[src/rtl/branch_predictor_pkg.sv]
// Shared sizes and 2-bit counter encodings for the branch predictor slice.
package branch_predictor_pkg;

  localparam int SIZE_ADDR = 16;
  localparam int HBIT_ADDR = SIZE_ADDR - 1;

  typedef enum logic [1:0] {
    BP_SNT = 2'b00,
    BP_WNT = 2'b01,
    BP_WT  = 2'b10,
    BP_ST  = 2'b11
  } bp_ctr_e;

  localparam logic [1:0] BP_CTR_INIT  = BP_WNT;
  localparam logic [1:0] BP_CTR_ALLOC = BP_WT;

endpackage

[src/rtl/branch_predictor_sat_ctr2.sv]
// bp_sat_ctr2: combinational next value of a 2-bit saturating direction counter.
import branch_predictor_pkg::*;

module bp_sat_ctr2 (
  input  logic [1:0] ctr,
  input  logic       taken,
  output logic [1:0] ctr_next
);

  // Step one state toward the resolved direction, holding at either end.
  always_comb begin
    ctr_next = ctr;
    case (ctr)
      BP_SNT:  ctr_next = taken ? BP_WNT : BP_SNT;
      BP_WNT:  ctr_next = taken ? BP_WT  : BP_SNT;
      BP_WT:   ctr_next = taken ? BP_ST  : BP_WNT;
      BP_ST:   ctr_next = taken ? BP_ST  : BP_WT;
      default: ctr_next = BP_CTR_INIT;
    endcase
  end

endmodule

[src/rtl/branch_predictor.sv]
// Direct-mapped BTB with 2-bit counters; combinational lookup, registered training.
// Optional statistics counters are enabled by defining BRANCH_PRED_STATS_EN.
import branch_predictor_pkg::*;

module branch_predictor #(
  parameter int ENTRIES  = 16,
  parameter int IDX_BITS = 4,
  parameter int STAT_W   = 16
) (
  input  logic                 iw_clk,
  input  logic                 iw_rst_n,
  input  logic                 iw_fetch_valid,
  input  logic [SIZE_ADDR-1:0] iw_fetch_pc,
  output logic                 ow_pred_taken,
  output logic [SIZE_ADDR-1:0] ow_pred_pc,
  input  logic                 iw_update,
  input  logic [SIZE_ADDR-1:0] iw_update_pc,
  input  logic                 iw_update_taken,
  input  logic [SIZE_ADDR-1:0] iw_update_target
`ifdef BRANCH_PRED_STATS_EN
  ,
  input  logic                 iw_flush,
  output logic [STAT_W-1:0]    ow_stat_lookups,
  output logic [STAT_W-1:0]    ow_stat_mispred
`endif
);

  localparam int TAG_W = HBIT_ADDR + 1 - IDX_BITS;

  if (TAG_W < 1) begin : g_bad_tag
    $error("branch_predictor: tag width must be at least one bit");
  end

  logic                 valid_r  [ENTRIES];
  logic [TAG_W-1:0]     tag_r    [ENTRIES];
  logic [SIZE_ADDR-1:0] target_r [ENTRIES];
  logic [1:0]           ctr_r    [ENTRIES];

  logic [IDX_BITS-1:0]  fetch_idx_s;
  logic [TAG_W-1:0]     fetch_tag_s;
  logic                 fetch_hit_s;
  logic [IDX_BITS-1:0]  upd_idx_s;
  logic [TAG_W-1:0]     upd_tag_s;
  logic                 upd_hit_s;
  logic [1:0]           upd_ctr_next_s;

  assign fetch_idx_s = iw_fetch_pc[IDX_BITS-1:0];
  assign fetch_tag_s = iw_fetch_pc[HBIT_ADDR:IDX_BITS];
  assign upd_idx_s   = iw_update_pc[IDX_BITS-1:0];
  assign upd_tag_s   = iw_update_pc[HBIT_ADDR:IDX_BITS];

  // Lookup reads pre-update table state; no bypass from a same-cycle update.
  always_comb begin
    fetch_hit_s   = valid_r[fetch_idx_s] && (tag_r[fetch_idx_s] == fetch_tag_s);
    ow_pred_taken = fetch_hit_s && ctr_r[fetch_idx_s][1];
    if (ow_pred_taken) begin
      ow_pred_pc = target_r[fetch_idx_s];
    end else begin
      ow_pred_pc = iw_fetch_pc + {{(SIZE_ADDR-1){1'b0}}, 1'b1};
    end
  end

  assign upd_hit_s = valid_r[upd_idx_s] && (tag_r[upd_idx_s] == upd_tag_s);

  bp_sat_ctr2 u_sat_ctr (
    .ctr      (ctr_r[upd_idx_s]),
    .taken    (iw_update_taken),
    .ctr_next (upd_ctr_next_s)
  );

  // Table training: train on hit, allocate on taken miss, ignore not-taken miss.
  always_ff @(posedge iw_clk or negedge iw_rst_n) begin
    if (!iw_rst_n) begin
      for (int i = 0; i < ENTRIES; i++) begin
        valid_r[i]  <= 1'b0;
        tag_r[i]    <= {TAG_W{1'b0}};
        target_r[i] <= {SIZE_ADDR{1'b0}};
        ctr_r[i]    <= BP_CTR_INIT;
      end
    end else if (iw_update) begin
      if (upd_hit_s) begin
        ctr_r[upd_idx_s] <= upd_ctr_next_s;
        if (iw_update_taken) begin
          target_r[upd_idx_s] <= iw_update_target;
        end
      end else if (iw_update_taken) begin
        valid_r[upd_idx_s]  <= 1'b1;
        tag_r[upd_idx_s]    <= upd_tag_s;
        target_r[upd_idx_s] <= iw_update_target;
        ctr_r[upd_idx_s]    <= BP_CTR_ALLOC;
      end
    end
  end

`ifdef BRANCH_PRED_STATS_EN
  logic [STAT_W-1:0] lookups_r;
  logic [STAT_W-1:0] mispred_r;

  // Saturating event counters for valid fetches and flushed updates.
  always_ff @(posedge iw_clk or negedge iw_rst_n) begin
    if (!iw_rst_n) begin
      lookups_r <= {STAT_W{1'b0}};
      mispred_r <= {STAT_W{1'b0}};
    end else begin
      if (iw_fetch_valid && (lookups_r != {STAT_W{1'b1}})) begin
        lookups_r <= lookups_r + {{(STAT_W-1){1'b0}}, 1'b1};
      end
      if (iw_update && iw_flush && (mispred_r != {STAT_W{1'b1}})) begin
        mispred_r <= mispred_r + {{(STAT_W-1){1'b0}}, 1'b1};
      end
    end
  end

  assign ow_stat_lookups = lookups_r;
  assign ow_stat_mispred = mispred_r;
`else
  logic unused_fetch_valid_s;
  assign unused_fetch_valid_s = iw_fetch_valid;
`endif

endmodule

[config.mk]
export PLATFORM = sky130hd
export DESIGN_NAME = branch_predictor
export DESIGN_NICKNAME = d
export VERILOG_FILES = /design/src/rtl/branch_predictor_pkg.sv /design/src/rtl/branch_predictor_sat_ctr2.sv /design/src/rtl/branch_predictor.sv
export SDC_FILE = /design/constraint.sdc
export NUM_CORES = 1
export LEC_CHECK = 0
export ABC_CLOCK_PERIOD_IN_PS = 15500
export BUFFER_PORTS_ARGS = -buffer_cell sky130_fd_sc_hd__buf_4
export CAP_MARGIN = 10
export CORE_MARGIN = 1
export CORE_UTILIZATION = 60
export DETAILED_ROUTE_END_ITERATION = 10
export GPL_TIMING_DRIVEN = 0
export HOLD_SLACK_MARGIN = 0.15
export PLACE_DENSITY = 0.77
export SYNTH_ARGS = -nofsm -noshare
export SYNTH_HDL_FRONTEND = slang
export SYNTH_HIERARCHICAL = 1
export SYNTH_SLANG_ARGS = --single-unit
[constraint.sdc]
create_clock -name iw_clk -period 15.5 [get_ports iw_clk]
set_input_delay 3.875 -clock iw_clk [delete_from_list [all_inputs] [get_ports iw_clk]]
set_output_delay 3.875 -clock iw_clk [all_outputs]
set_load 0.01 [all_outputs]
==> metrics.txt <==
unrepaired setup endpoints after global routing false; P&R area growth vs syn 12.3%; Die Y 208 um; Seq/Total Area, Yosys 48.6%; H-tree Lvls 2; Die X 208 um; Final Cycle Share 80.1%; area of the multi-input gates 12300 sq um; Synth area leaders dfrtp_1 47%, mux2_2 20%, mux4_2 17%, mux2i_1 1.8%, dfstp_2 1.6%; clock sink count 496; Final Util 68.3%; IO Pins 70; largest net degree at the start of global routing 133; Crit Path Class in2out; CP peak stage delay 0.88 ns; fmax 0.0806 GHz; FF/Latch Area 12400 sq um; crit path max fanout 10; Met3 Wirelength 5160 um; Buffers on Ports 54; Max clock buf depth 3; Layout Nets 1880; CP Capture Type output pin; crit path cell chain buf_4, clkbuf_1, buf_2, buf_1, clkbuf_1, clkbuf_1, mux4_2, mux4_2, mux2_4, buf_4; area leader, netlist dfrtp_1; Min Hold Slack 0.480 ns; area of the die 43500 sq um; Synth Cell Area 25600 sq um; Mapped Avg Cell Area 15.0 sq um; Clock Tree Root clkbuf_16; Setup TNS Final 0 ns; minimum clock period 12.41 ns; first-pass GRT wire length 110000 um; endpoints failing hold 0; Clk Latency, worst-skew pair 0.62 ns; total grt overflow 0; setup repair bufs after CTS 0; Clock Pin Slew Worst Setup and Hold Paths 0.06 ns; Top Layer Used met4; outcome completed; leakage 0.0125 uW; total global routing track utilization 34.8%; cell count after placement 2309; core box area 42000 sq um; share of layout cells above drive strength 1 48.5%; post-route ant nets 0; dpl ws 3.22 ns; routed vias 16502; Post-CTS Resized 0; vias in the first global route 17178; DRT iter0 DRCs 1618; Post-synth top cells 480 x dfrtp_1, 453 x mux2_2, 194 x mux4_2; Yosys cell types 55; DR DRC count 0; max_cap viols 0; drt pass-1 iters 5; worst path required time 11.62 ns; critical path startpoint category input pin; relative slew slack 15.6%; Worst path most repeated cell clkbuf_1; Post-Syn Nets 1758; TritonCTS Buffers 51; Syn Inst Count 1704; CTS tree yes; final non-filler cell total 2408; number of enable flip-flop cells after synthesis 0; # rows 75; Ys Warns 6; worst hold path type reg2reg; Synth top area share 47.0%; Async S/R FF share, synth 100%; Primary FF master, synth dfrtp_1; most frequent cell after synthesis dfrtp_1; reg2reg setup slack 11.76 ns; P per Cell Area 132 nW/um^2; Worst Max-Slew Pin Slew 1.26 ns; DR vias/cell 6.85; length of routed met2 wiring 35000 um; final setup skew 0.0292 ns; Setup violations, final 0; final setup margin 3.09 ns; Filler cells 2937; met1 WL 29300 um; Slowest cell on crit path clkbuf_1; Synth Register Bits 496; HPWL after detailed placement 49100 um; Post-Route WL 73200 um; Starting Density 60.8%; Hold Buf Count CTS 0; Max VDD drop 0.0000919 V; routability cong. 0.963; critical path arrival 8.54 ns; initial antenna violation count 1; Pins Over Slew Limit 0; Routed WL per cell 30.4 um
path summary, 6_finish.rpt:
check                                      start                  endpoint  cells past startpoint
setup / recovery                  iw_fetch_pc[1]            ow_pred_pc[10]                     10
hold / removal             ctr_r[26]$_DFFE_PN1P_     ctr_r[26]$_DFFE_PN1P_                      2
setup reg to reg           tag_r[96]$_DFFE_PN0P_    tag_r[151]$_DFFE_PN0P_                     10
hold reg to reg            ctr_r[26]$_DFFE_PN1P_     ctr_r[26]$_DFFE_PN1P_                      2
max in group asynchronous               iw_rst_n  target_r[41]$_DFFE_PN0P_                      3
min in group asynchronous               iw_rst_n    tag_r[150]$_DFFE_PN0P_                      1
layout make-up:
| class | count | share of cell area [%] |
|---|---|---|
| flip-flops and latches | 496 | 43.3 |
| clock inverters | 22 | 1.14 |
| well taps | 539 | 2.35 |
| diodes | 1 | 0.00871 |
| clock buffers | 73 | 5.18 |
| plain buffers | 157 | 2.79 |
| multi-input cells | 1032 | 42.7 |
| repair buffers | 69 | 2.28 |
| inverters | 19 | 0.248 |
routing by layer:
layer	GRT usage, %	vias to the layer above
met3	5.98	193
met5	0	-
met2	54.9	775
met4	17.9	0
met1	46.9	8851
li1	-	6683
cell usage in the layout, fill, tap and decap left out, types with 4 or more instances in the layout:
cell and n:
a22oi_1 7, a311o_1 6, a311oi_1 17, a31oi_1 17, a41o_1 6, and2_1 5
and3_1 9, and4_1 4, buf_1 22, buf_16 4, buf_2 31, buf_4 62
buf_6 26, buf_8 4, bufinv_16 8, clkbuf_1 86, clkbuf_16 51, clkbuf_8 13
clkinv_2 11, dfrtp_1 480, dfstp_2 16, inv_1 19, mux2_1 8, mux2_2 453
mux2_4 8, mux2i_1 47, mux4_2 194, nand2_1 40, nand2_2 4, nand2_4 10
nand2b_1 22, nand3_1 18, nand4_1 7, nor2_1 43, nor2b_1 10, o21ai_0 11
o31ai_1 7, xnor2_1 23, xor2_1 22
stage by stage:
stage | power [uW] | instance area [sq um]
CTS | 3800 | 28700
finish | 3790 | 28700
detailed placement | 2460 | 26900
global placement | 2420 | 26700
global route | 3930 | 28700
floorplan | 2220 | 25600
flip-flops by register name, indices dropped and copies added (netlist names):
register / count
tag_r: 192
ctr_r: 32
target_r: 256
valid_r: 16
critical path: cells and delay by family:
family,cells,cell delay (ns)
buffers and inverters,7,3.40
multiplexers,3,1.23
cells by family after synthesis:
group                    Yosys count  share of synthesized area, %
AO/OA/AOI/OAI                     89                          2.69
XOR/XNOR                          45                          1.54
flip-flops                       496                          48.6
adder cells (fa/ha/maj)            3                         0.137
AND/OR/NAND/NOR                  185                          3.93
buffers and inverters            176                          3.41
multiplexers                     710                          39.7
report_power, final:
group	switching (uW)	internal (uW)	total (uW)	leakage (uW)
Sequential	167	1550	1720	0.00626
Clock	535	802	1340	0.000905
Combinational	303	433	735	0.00538
(Power assumes the default switching activity.)
